--- config.mk ---
export PLATFORM = sky130hd
export DESIGN_NAME = lr_infer_ctrl
export DESIGN_NICKNAME = d
export VERILOG_FILES = /design/src/rtl/lr_infer_ctrl.sv
export SDC_FILE = /design/constraint.sdc
export NUM_CORES = 1
export LEC_CHECK = 0
export CAP_MARGIN = 20
export CORE_UTILIZATION = 45
export CTS_CLUSTER_SIZE = 25
export DETAILED_ROUTE_END_ITERATION = 8
export GPL_TIMING_DRIVEN = 0
export PLACE_DENSITY = 0.68
export RECOVER_POWER = 50
export SYNTH_ARGS = -nofsm -noshare
export SYNTH_HDL_FRONTEND = slang
export SYNTH_SLANG_ARGS = --single-unit
--- constraint.sdc ---
create_clock -name clk -period 8.6 [get_ports clk]
set_input_delay 1.72 -clock clk [delete_from_list [all_inputs] [get_ports clk]]
set_output_delay 1.72 -clock clk [all_outputs]
set_load 0.01 [all_outputs]
--- src/rtl/lr_infer_ctrl.sv ---
// Linear-regression inference sequencer: one shared MAC computes y = sum(w[i]*x[i]) + b.
// Optional clamp-on-overflow output is enabled by defining LRM_SAT_EN.
module lr_infer_ctrl #(
  parameter int N_FEAT = 4,
  parameter int DW     = 4,
  parameter int OW     = 8,
  localparam int AW    = $clog2(N_FEAT + 1),
  localparam int ACCW  = 2 * DW + $clog2(N_FEAT) + 1
) (
  input  logic          clk,
  input  logic          rst,
  input  logic          cfg_we_i,
  input  logic [AW-1:0] cfg_addr_i,
  input  logic [DW-1:0] cfg_wdata_i,
  output logic          cfg_err_o,
  input  logic          cfg_err_clr_i,
  input  logic          x_valid_i,
  output logic          x_ready_o,
  input  logic [DW-1:0] x_data_i,
  output logic          y_valid_o,
  input  logic          y_ready_i,
  output logic [OW-1:0] y_data_o,
  output logic          y_sat_o,
  output logic          busy_o
);

  typedef enum logic [1:0] {IDLE, ACC, OUT} state_e;

  state_e          state_q, state_d;
  logic [DW-1:0]   w_q [N_FEAT];
  logic [DW-1:0]   bias_q;
  logic [ACCW-1:0] acc_q, acc_d;
  logic [AW-1:0]   idx_q, idx_d;
  logic            yvalid_q, yvalid_d;
  logic [OW-1:0]   ydata_q, ydata_d;
  logic            cfg_err_q, cfg_err_d;
  logic            cfg_hit, cfg_drop;

  logic [DW-1:0]   cur_w;
  logic [ACCW-1:0] prod;
  logic [ACCW-1:0] partial;
  logic [OW-1:0]   result;

`ifdef LRM_SAT_EN
  localparam logic [ACCW-1:0] YMAX = {{(ACCW-OW){1'b0}}, {OW{1'b1}}};
  logic            ysat_q, ysat_d;
  logic [ACCW-1:0] total;
  logic            sat_hit;
`endif

  // Weight for the feature currently being multiplied; idx is 0 in IDLE
  always_comb begin
    cur_w = '0;
    for (int i = 0; i < N_FEAT; i++) begin
      if (idx_q == AW'(i)) cur_w = w_q[i];
    end
  end

  assign prod    = ACCW'(cur_w) * ACCW'(x_data_i);
  assign partial = ((state_q == ACC) ? acc_q : '0) + prod;

`ifdef LRM_SAT_EN
  assign total   = partial + ACCW'(bias_q);
  assign sat_hit = total > YMAX;
  assign result  = sat_hit ? {OW{1'b1}} : total[OW-1:0];
`else
  assign result  = OW'(partial + ACCW'(bias_q));
`endif

  always_comb begin
    state_d   = state_q;
    acc_d     = acc_q;
    idx_d     = idx_q;
    yvalid_d  = yvalid_q;
    ydata_d   = ydata_q;
    x_ready_o = 1'b0;
`ifdef LRM_SAT_EN
    ysat_d    = ysat_q;
`endif
    case (state_q)
      IDLE: begin
        x_ready_o = 1'b1;
        if (x_valid_i) begin
          acc_d   = partial;
          idx_d   = AW'(1);
          state_d = ACC;
        end
      end
      ACC: begin
        x_ready_o = 1'b1;
        if (x_valid_i) begin
          if (idx_q == AW'(N_FEAT - 1)) begin
            ydata_d  = result;
            yvalid_d = 1'b1;
            idx_d    = '0;
            state_d  = OUT;
`ifdef LRM_SAT_EN
            ysat_d   = sat_hit;
`endif
          end else begin
            acc_d = partial;
            idx_d = idx_q + AW'(1);
          end
        end
      end
      OUT: begin
        if (y_ready_i) begin
          yvalid_d = 1'b0;
          state_d  = IDLE;
        end
      end
      default: state_d = IDLE;
    endcase
  end

  always_ff @(posedge clk or posedge rst) begin
    if (rst) begin
      state_q  <= IDLE;
      acc_q    <= '0;
      idx_q    <= '0;
      yvalid_q <= 1'b0;
      ydata_q  <= '0;
    end else begin
      state_q  <= state_d;
      acc_q    <= acc_d;
      idx_q    <= idx_d;
      yvalid_q <= yvalid_d;
      ydata_q  <= ydata_d;
    end
  end

`ifdef LRM_SAT_EN
  always_ff @(posedge clk or posedge rst) begin
    if (rst) ysat_q <= 1'b0;
    else     ysat_q <= ysat_d;
  end
  assign y_sat_o = ysat_q;
`else
  assign y_sat_o = 1'b0;
`endif

  // Config is only safe to change while no inference is in flight
  assign cfg_hit  = cfg_we_i && (state_q == IDLE) && (cfg_addr_i <= AW'(N_FEAT));
  assign cfg_drop = cfg_we_i && !cfg_hit;

  always_comb begin
    cfg_err_d = cfg_err_q;
    if (cfg_drop)           cfg_err_d = 1'b1;
    else if (cfg_err_clr_i) cfg_err_d = 1'b0;
  end

  always_ff @(posedge clk or posedge rst) begin
    if (rst) begin
      for (int i = 0; i < N_FEAT; i++) w_q[i] <= '0;
      bias_q    <= '0;
      cfg_err_q <= 1'b0;
    end else begin
      cfg_err_q <= cfg_err_d;
      if (cfg_hit) begin
        if (cfg_addr_i == AW'(N_FEAT)) bias_q <= cfg_wdata_i;
        for (int i = 0; i < N_FEAT; i++) begin
          if (cfg_addr_i == AW'(i)) w_q[i] <= cfg_wdata_i;
        end
      end
    end
  end

  assign cfg_err_o = cfg_err_q;
  assign y_valid_o = yvalid_q;
  assign y_data_o  = ydata_q;
  assign busy_o    = (state_q != IDLE);

endmodule

# == Word-level counts from Yosys, hierarchy flattened ==
# Cells that the tools add are included.
# word_totals
input_bits,17
regBits,46
output_inout_bits,13
# classes
muxes,25
n_addsub,3
n_lt_le_gt_ge,1
reduce_logical,22
multipliers,1
n_eq_ne,14
# ops
cell,n
11-bit two-way mux,4
11-bit one-hot mux with 2 select lines,1
4-bit two-way mux,4
3-bit by 2-bit equality test with 1-bit output (second input constant),4
4-bit AND reduction,3
11-bit by 8-bit adder with 11-bit output,1
2-bit AND reduction,5
3-bit two-way mux,3
8-bit by 4-bit adder with 8-bit output,1
4-bit by 4-bit multiplier with 8-bit output,1
2-bit two-way mux,4
2-bit inequality test (second input constant),4
2-bit nonzero test,4
3-bit by 1-bit equality test with 1-bit output (second input constant),2
3-bit zero test,2
1-bit two-way mux,6
2-bit one-hot mux with 3 select lines,1
3-bit one-hot mux with 2 select lines,1
3-bit AND reduction,2
3-bit by 1-bit adder with 3-bit output (second input constant),1
3-bit equality test (second input constant),1
3-bit <= comparator (second input constant),1
1-bit logical AND,3
2-bit by 1-bit equality test with 1-bit output (second input constant),1
6 further kinds,6

# == Depth between registers and ports, before layout ==
# depth
word_depth,10
ltp_mapped,20

# == Worst setup path before layout ==
# Ideal clock, no wire load.
# synth_path
path_type,input to register
startpoint,input port x_data_i[3]
endpoint,register ydata_q[6] (netlist: y_data_o[6])
required_ns,8.518
arrival_time_ns,4.994
slack_ns,3.524
path_stages,11
path_cell_list,nand2_1 > fa_1 > fa_1 > fa_1 > inv_1 > ha_1 > or2_1 > and3_4 > or2_4 > or4_1 > a31oi_1
# synth_via
elab_chain_cells,3
# synth_rtl
element,line,text
"start, declared",19,"input logic [DW-1:0] x_data_i,"
4-bit by 4-bit multiplier with 8-bit output,59,assign prod = ACCW'(cur_w) * ACCW'(x_data_i);
11-bit by 8-bit adder with 11-bit output,60,assign partial = ((state_q == ACC) ? acc_q : '0) + prod;
8-bit by 4-bit adder with 8-bit output,67,assign result = OW'(partial + ACCW'(bias_q));
"end signal, assigned",128,ydata_q <= ydata_d;
"end, declared",35,"logic [OW-1:0] ydata_q, ydata_d;"
# Every way passes these cells.
# A chain may end at the register's enable or synchronous reset.

# == Final worst setup path ==
# layout_path
startpoint,input port x_data_i[3]
endpoint,register ydata_q[7] (netlist: y_data_o[7])
# The elaborated chain is that of the path after synthesis.

==> impl_metrics.tcl <==
set metrics [dict create \
    hp-class "register to register" \
    layout_min_cycle_time_ns 5.57 \
    start_kind "input port" \
    dp_hpwl_mm 4.26 \
    cts_root_buffer "clkbuf_8" \
    critPathCaptureType "register" \
    grt_overflow 0 \
    clock-sinks 43 \
    yosysTopAreaCell "dfrtp_1" \
    final_cell_mix "43 x dfrtp_1, 34 x nand2_1, 28 x inv_1, 25 x mux2_2, 25 x clkdlybuf4s50_1" \
    vias_per_cell 5.25 \
    cts_hold_buf 0 \
    post_cts_resized 0 \
    synth-async-reset-ratio_pct 100 \
    wl_per_cell_um 14.0 \
    nNetsFinal 364 \
    grt_pass1_wl_mm 9.49 \
    cp.required_ns 8.81 \
    critPathMaxFanout 5 \
    antenna_found_initial 0 \
    die_h_um 81.2 \
    outcome "finished with violations" \
    wirelength_mm 5.45 \
    diodes 0 \
    cts_inserted_buffers 5 \
    synth-main-ff-cell "dfrtp_1" \
    postCtsSetupBuffers 0 \
    synth-edff-count 0 \
    clockBufferDepth 2 \
    rows 28 \
    synth.distinct_cells 40 \
    setup_tns_ns 0 \
    finalHoldViolations 0 \
    fin_util_pct 55.3 \
    max_slew_margin_pct -7.12 \
    setup_viol_count_final 0 \
    synth.avg_cell_area_sq_um 10.1 \
    drv_cap 1 \
    synth_seq_cells 43 \
    drv_slew 44 \
    initial_core_util_pct 47.1 \
    worst_slew_pin_slew_ns 1.60 \
    cts_tree "done" \
    clkSlewWorstSetupHoldPaths_ns 0.09 \
    fin_skew_ns 0.0107 \
    num_io_pins 30 \
    drt_iter0_markers 107 \
    die_x_um 81.2 \
    grt_usage_pct 19.0 \
    syn_area_sq_mm 0.00282 \
    grt_max_degree 44 \
    post-route-period-util_pct 64.7 \
    rsz0062_at_grt "no" \
    port_buffers 28 \
    htreeDepth 2 \
    grt_pass1_vias 2027 \
    drt-pass1-iter-count 4 \
    synth_nets 329 \
    drive_gt1_share_pct 12.1 \
    ys_top_cells_by_area "dfrtp_1 38%, ha_1 10%, mux2_2 10%" \
    design_area_sq_mm 0.00331 \
    seq_area_frac_synth_pct 38.1 \
    clk_latency_ns 0.30 \
    die_area_sq_mm 0.00659 \
    drc_errors 0 \
    syn2layout_area_growth_pct 17.3 \
    ys_warn_count 0 \
    synthCells 279 \
    fmax_mhz 180 \
    critPathKind "input port to register" \
    layout_commonest_cell "dfrtp_1" \
    place_area_sq_mm 0.00320 \
    violations "max-capacitance violations, max-slew violations" \
    synth_top_cell_area_share_pct 38.1 \
    num_vias 2049 \
    gp_congestion 0.821 \
    coreArea_sq_mm 0.00599 \
    final_antenna_net_count 0 \
    cp.arrival_ns 5.78 \
]
[through the flow]
step | hold slack [ns] | setup WS [ns] | std cells
floorplan | 0.450 | 3.52 | 279
global placement | 0.459 | 2.81 | 382
detailed placement | 0.463 | 2.71 | 382
CTS | 0.484 | 3.03 | 390
global route | 0.525 | 2.83 | 390
finish | 0.477 | 3.03 | 390
[registers in the layout, indices dropped and copies added (netlist names)]
name and cells:
cfg_err_o 1, w_q 16, y_valid_o 1, acc_q 8, idx_q 3, state_q 2, y_data_o 8, bias_q 4
[routing by layer]
layer	track usage, %	share of wire (%)	wire, um	vias up
met5	0	0	0	-
met4	5.89	1.5	82	0
met3	3.03	2.0	110	7
met2	31.2	47	2540	26
met1	25.6	50	2720	990
li1	-	-	-	1026
[final cells by class]
type                       count  area [sq um]
multi-input combinational    201          1610
clock buffer                   5          68.8
buffer                         7          31.3
timing repair buffer          28           280
fill                         530          2680
tap                           75          93.8
sequential                    43          1080
clock inverter                 3          46.3
inverter                      28           105
[cell usage after synthesis, drive strengths merged, types with 3 or more instances]
master	count
and3	6
mux2	25
o21a	4
a211oi	4
o21ai	10
and2	13
nor2	10
inv	28
nand2	34
a21o	4
or2	3
o31ai	3
nand3b	3
a21oi	12
a211o	7
dfrtp	43
clkbuf	5
nor2b	3
ha	23
fa	10
xnor2	5
nor3	3
and3b	3
[path summary, 6_finish.rpt]
| check | from | to | slack (ns) | cells past startpoint |
|---|---|---|---|---|
| max | x_data_i[3] | y_data_o[7] | 3.03 | 12 |
| min | y_data_o[0] | y_data_o[0] | 0.48 | 2 |
| max reg2reg | idx_q[0] | y_data_o[7] | 3.30 | 17 |
| min reg2reg | y_data_o[0] | y_data_o[0] | 0.48 | 2 |
| max in group asynchronous | rst | acc_q[7] | 5.31 | 2 |
| min in group asynchronous | rst | cfg_err_o | 2.34 | 2 |
[critical path, cell delays in order]
cell and delay [ns]:
clkdlybuf4s50_1 0.51, nand2_1 0.09, fa_1 0.51, fa_1 0.52
fa_1 0.55, inv_1 0.04, ha_1 0.33, or2_1 0.26
and3_4 0.20, o311ai_1 0.62, a311oi_1 0.20, o31ai_1 0.21
[cells by family after synthesis]
logic type | after synthesis | synth area share (%)
xor+xnor | 7 | 2.17
flops | 43 | 38.1
other cells | 1 | 0.133
buf+inv | 35 | 4.83
fa+ha+maj | 33 | 17.3
compound gates | 51 | 12.2
simple gates | 84 | 15.3
mux | 25 | 9.98
Power is left out: the tool's default activity adds up to more than one toggle a clock period on the data nets, which glitch-free logic cannot reach.
